## src/rtl/core_pkg.sv

```systemverilog
// Shared RV32I core definitions: widths, reset constants and the fetch FSM encoding.
package core_pkg;

  localparam int XLEN = 32;

  localparam logic [XLEN-1:0] RESET_PC_DEFAULT  = 32'h0000_0000;
  localparam logic [XLEN-1:0] NOP_INSTR_DEFAULT = 32'h0000_0013;

  typedef enum logic [1:0] {
    ST_FETCH = 2'd0,
    ST_WAIT  = 2'd1,
    ST_HOLD  = 2'd2
  } fetch_state_e;

  function automatic logic [XLEN-1:0] word_align(input logic [XLEN-1:0] a);
    return {a[XLEN-1:2], 2'b00};
  endfunction

endpackage

```

## src/rtl/if_id_reg.sv

```systemverilog
// Generic pipeline stage register: load beats flush, flush beats stall, and an
// unstalled stage with nothing new to load drains to the bubble value.
module if_id_reg #(
  parameter int         W      = 65,
  parameter logic [W-1:0] BUBBLE = '0
) (
  input  logic         clk,
  input  logic         rst,
  input  logic         load,
  input  logic         flush,
  input  logic         stall,
  input  logic [W-1:0] din,
  output logic         valid,
  output logic [W-1:0] dout
);

  always_ff @(posedge clk) begin
    if (rst) begin
      valid <= 1'b0;
      dout  <= BUBBLE;
    end else if (load) begin
      valid <= 1'b1;
      dout  <= din;
    end else if (flush || !stall) begin
      valid <= 1'b0;
      dout  <= BUBBLE;
    end
  end

endmodule

```

## src/rtl/instr_fetch.sv

```systemverilog
// Instruction-fetch front end: owns the PC, issues one imem read at a time,
// squashes stale responses after redirect/reset and feeds decode via IF/ID.
module instr_fetch
  import core_pkg::*;
#(
  parameter logic [31:0] RESET_PC  = RESET_PC_DEFAULT,
  parameter logic [31:0] NOP_INSTR = NOP_INSTR_DEFAULT
) (
  input  logic         clk,
  input  logic         rst,
  input  logic         stall,
  input  logic         flush,
  input  logic         redirect_valid,
  input  logic [31:0]  redirect_pc,
  output logic         imem_req,
  output logic [31:0]  imem_addr,
  input  logic         imem_rvalid,
  input  logic [31:0]  imem_rdata,
  output logic         if_valid,
  output logic [31:0]  if_pc,
  output logic [31:0]  if_instr,
  output logic         if_misalign,
  output fetch_state_e dbg_state
);

  // Memory handshake: imem_req is accepted in the cycle it is high; exactly one
  // imem_rvalid pulse answers each request, at least one cycle later.

  fetch_state_e state_q, state_d;
  logic [31:0]  pc_q, pc_d;
  logic [31:0]  buf_q, buf_d;
  logic         drop_q, drop_d;
  logic         pend_q, pend_d;

  logic         slot_free;
  logic         ifid_load;
  logic         ifid_flush;
  logic [31:0]  ifid_instr;
  logic [64:0]  ifid_dout;

  assign slot_free  = !if_valid || !stall || flush;
  assign ifid_flush = flush || redirect_valid;
  assign imem_req   = (state_q == ST_FETCH) && !rst;
  assign imem_addr  = word_align(pc_q);
  assign dbg_state  = state_q;

  always_comb begin
    state_d    = state_q;
    pc_d       = pc_q;
    buf_d      = buf_q;
    drop_d     = drop_q;
    pend_d     = pend_q;
    ifid_load  = 1'b0;
    ifid_instr = buf_q;

    if (redirect_valid) begin
      pc_d   = redirect_pc & ~32'h3;
      pend_d = |redirect_pc[1:0];
      case (state_q)
        ST_FETCH: begin
          // The request going out this cycle belongs to the old path.
          state_d = ST_WAIT;
          drop_d  = 1'b1;
        end
        ST_WAIT: begin
          if (imem_rvalid) begin
            state_d = ST_FETCH;
            drop_d  = 1'b0;
          end else begin
            state_d = ST_WAIT;
            drop_d  = 1'b1;
          end
        end
        default: begin
          state_d = ST_FETCH;
          drop_d  = 1'b0;
        end
      endcase
    end else begin
      case (state_q)
        ST_FETCH: begin
          state_d = ST_WAIT;
          // A late answer to a request killed by reset may land here.
          if (imem_rvalid && drop_q) drop_d = 1'b0;
        end
        ST_WAIT: begin
          if (imem_rvalid) begin
            if (drop_q) begin
              drop_d  = 1'b0;
              state_d = ST_FETCH;
            end else if (slot_free) begin
              ifid_load  = 1'b1;
              ifid_instr = imem_rdata;
              pc_d       = pc_q + 32'd4;
              pend_d     = 1'b0;
              state_d    = ST_FETCH;
            end else begin
              buf_d   = imem_rdata;
              state_d = ST_HOLD;
            end
          end
        end
        ST_HOLD: begin
          if (slot_free) begin
            ifid_load  = 1'b1;
            ifid_instr = buf_q;
            pc_d       = pc_q + 32'd4;
            pend_d     = 1'b0;
            state_d    = ST_FETCH;
          end
        end
        default: state_d = ST_FETCH;
      endcase
    end
  end

  always_ff @(posedge clk) begin
    if (rst) begin
      state_q <= ST_FETCH;
      pc_q    <= word_align(RESET_PC);
      buf_q   <= 32'h0;
      pend_q  <= 1'b0;
      // A request still in flight when reset hits must not reach IF/ID later.
      drop_q  <= drop_q | (state_q == ST_WAIT);
    end else begin
      state_q <= state_d;
      pc_q    <= pc_d;
      buf_q   <= buf_d;
      pend_q  <= pend_d;
      drop_q  <= drop_d;
    end
  end

  if_id_reg #(
    .W      (65),
    .BUBBLE ({1'b0, 32'h0, NOP_INSTR})
  ) u_if_id (
    .clk   (clk),
    .rst   (rst),
    .load  (ifid_load),
    .flush (ifid_flush),
    .stall (stall),
    .din   ({pend_q, pc_q, ifid_instr}),
    .valid (if_valid),
    .dout  (ifid_dout)
  );

  assign if_misalign = ifid_dout[64];
  assign if_pc       = ifid_dout[63:32];
  assign if_instr    = ifid_dout[31:0];

endmodule

```

## config.mk

```make
export PLATFORM = sky130hd
export DESIGN_NAME = instr_fetch
export DESIGN_NICKNAME = d
export VERILOG_FILES = /design/src/rtl/core_pkg.sv /design/src/rtl/if_id_reg.sv /design/src/rtl/instr_fetch.sv
export SDC_FILE = /design/constraint.sdc
export NUM_CORES = 1
export LEC_CHECK = 0
export CAP_MARGIN = 40
export CORE_ASPECT_RATIO = 0.6
export CORE_MARGIN = 4
export CORE_UTILIZATION = 30
export DETAILED_ROUTE_END_ITERATION = 12
export HOLD_SLACK_MARGIN = 0.02
export PLACE_DENSITY = 0.56
export SYNTH_ARGS = -nofsm -noshare
export SYNTH_HDL_FRONTEND = slang
export SYNTH_HIERARCHICAL = 1
export SYNTH_SLANG_ARGS = --single-unit
```

## constraint.sdc

```tcl
create_clock -name clk -period 3 [get_ports clk]
set_input_delay 0.9 -clock clk [delete_from_list [all_inputs] [get_ports clk]]
set_output_delay 0.9 -clock clk [all_outputs]
set_load 0.03 [all_outputs]
```

==> results of run 1 <==
[cell type report]
cell class,count,area [µm²]
Clock buffer,19,443
Timing Repair Buffer,192,1930
Sequential cell,132,2650
Multi-Input combinational cell,563,3630
Inverter,8,30.0
Clock inverter,13,109
Fill cell,2098,12200
Tap cell,279,349
[layer usage]
layer | vias to the layer above | share of wire
met5 | - | 0.00059
li1 | 3076 | -
met3 | 13 | 0.078
met4 | 2 | 0.0063
met2 | 188 | 0.39
met1 | 3024 | 0.52
[where the power goes]
| group | total [W] | internal, W | switching (W) |
|---|---|---|---|
| Clock | 0.00198 | 0.00116 | 0.000825 |
| Sequential | 0.00185 | 0.00179 | 0.0000623 |
| Combinational | 0.000538 | 0.000246 | 0.000291 |
[stage by stage]
| stage | std cells | cell area, µm² | total power, W | hold slack [ns] | setup WS [ns] |
|---|---|---|---|---|---|
| after global placement | 1174 | 8590 | 0.00243 | 0.439 | 0.105 |
| after CTS | 1206 | 9150 | 0.00444 | 0.453 | 0.353 |
| after global routing | 1206 | 9150 | 0.00454 | 0.470 | 0.300 |
| after floorplan | 774 | 6640 | 0.00216 | 0.432 | 0.194 |
| after detailed placement | 1174 | 8590 | 0.00243 | 0.445 | 0.101 |
| final | 1206 | 9150 | 0.00437 | 0.451 | 0.371 |
[cell usage after synthesis, types with 11 or more instances]
library cell	instances	area [µm²]
dfxtp_1	131	2620
a22oi_1	13	97.6
nor2_1	27	101
nand3_1	12	60.1
a21oi_1	107	536
buf_2	21	105
nand4bb_1	62	698
clkbuf_1	41	154
o21ai_0	19	95.1
a31oi_1	11	68.8
nand2_1	146	548
mux2_2	29	327
nand4_1	13	81.3
[logic make-up after synthesis]
group	Yosys count	synth area share
flip-flops	132	0.400
AO/OA/AOI/OAI	193	0.175
multiplexers	41	0.0679
XOR/XNOR	1	0.00132
buffers and inverters	79	0.0579
AND/OR/NAND/NOR	319	0.288
adder cells (fa/ha/maj)	5	0.00943
other	1	0.000565
[registers in the layout, summed over array words and instances (netlist names)]
name,cells
buf_q,32
dbg_state,2
drop_q,1
pc_q,30
pend_q,1
u_if_id/dout,65
u_if_id/valid,1
[worst max path at each step]
| stage | depth (start not counted) | endpoint |
|---|---|---|
| floorplan | 10 | u_if_id/dout[0] |
| global placement | 8 | pc_q[28] |
| detailed placement | 7 | pc_q[18] |
| CTS | 1 | imem_addr[4] |
| global route | 1 | imem_addr[4] |
| finish | 1 | imem_addr[4] |
==> summary.txt, run 1 <==
R2R Setup Slk -> 0.60 ns
FF+latch count, synth -> 132
Share of cells above drive strength 1 -> 0.129
Total die area -> 24600 µm²
CP Cell Sequence -> clkdlybuf4s50_1
Post-DRT Antenna Nets -> 0
Core Region -> 21300 µm²
Final critical-path share of the clock period -> 0.876
Beginning of the critical path -> pc_q[4]
Clock latency on the worst-skew pair -> 0.42 ns
Post-CTS Setup Bufs -> 0
Routed length per placed instance -> 18.2 µm
CTS clk-pin slew, worst paths -> 0.06 ns
TNS Setup -> 0 ns
Rows -> 41
Primary FF master, synth -> dfxtp_1
Mapped Avg Cell Area -> 8.60 µm²
CTS Buffer Depth -> 2
Tot GR Track Use -> 0.178
EDFF count, synth -> 1
Synthesis-to-layout area growth -> 37.9%
DRT iter0 DRCs -> 534
Met3 usage -> 0.0586
CP delay by family, top -> buffers and inverters
Critical Path Sink Type -> output port
Ys async rst share -> 0
Total gr overflow -> 0
Met1 Use GR -> 0.272
Worst Hold End -> buf_q[3]
R2R Path End -> pc_q[24]
Antenna violations before repair -> 1
PD cells -> 478 nW/µm²
Static leakage -> 3.03 nW
Fin crit period -> 2.63 ns
Routability cong. -> 0.791
RSZ-0062 raised after global routing -> false
Crit Reg-Reg Startpoint -> pc_q[2]
Register area share after synthesis -> 0.400
Post-synthesis cell area -> 6630 µm²
CTS buffer count -> 17
Final hold vios -> 0
Slew Viols, Final -> 0
Critical Path Max Stage Delay -> 0.75 ns
PortBufs -> 168
Distinct cells, synth -> 65
Commonest non-fill, non-tap cells in the layout -> clkdlybuf4s50_1, nand2_1, dfxtp_1
Clock tree skew after final layout -> 0.00844 ns
Clock sink count -> 132
Cts repair resizes -> 0
Die X -> 200 µm
Cells after synthesis -> 771
Dpl hpwl -> 14.4 mm
Worst hold path class -> flip-flop to flip-flop
WS Path Type -> flip-flop to output port
Actual slew at the worst max-slew pin -> 0.810 ns
Maximum vdd drop -> 370 µV
Commonest non-fill, non-tap cell in the layout -> clkdlybuf4s50_1
# nets final -> 989
CTS tree -> done
HP Start -> buf_q[3]
Initial Util -> 0.311
Outcome -> complete, no violations
Fmax -> 380 MHz
Worst Hold Depth -> 2
Util after Layout -> 0.429
Routed vias -> 6303
Pin count of the biggest net entering global routing -> 135
DRC -> 0
Routed vias/inst -> 5.23
Max Cap Viol -> 0
Met2 Usage GRT -> 0.239
Top Usage Layer GRT -> met1
Diode count -> 0
# hold bufs at CTS -> 0
Die height -> 123 µm
Ys Warns -> 6
Worst Path Buf+Inv -> 1
1st-pass router iterations -> 5
Worst path arrival time -> 1.73 ns
Final setup vio count -> 0
Req. time, crit path -> 2.10 ns
Reg2reg path depth -> 6
H-tree depth -> 4
Vias in the first global route -> 5890
Worst-path fanout max -> 11
Slew margin rel. -> 0.460
WL final -> 22.0 mm
Critical-path top delay cell -> clkdlybuf4s50_1
CP Launch Type -> flip-flop
Global-route wire length before repair -> 34.2 mm
Ports -> 171
Clock root cell -> clkbuf_16
No activity file was read; power rests on OpenSTA's default activity.
==> inputs of run 2 (changes only) <==
--- a/config.mk
+++ b/config.mk
@@ -12,6 +12,7 @@
 export DETAILED_ROUTE_END_ITERATION = 12
 export HOLD_SLACK_MARGIN = 0.02
 export PLACE_DENSITY = 0.56
+export SLEW_MARGIN = 25
 export SYNTH_ARGS = -nofsm -noshare
 export SYNTH_HDL_FRONTEND = slang
 export SYNTH_HIERARCHICAL = 1
==> results of run 2 <==
No change in the layout: final DEF, timing and power equal those of run 1.
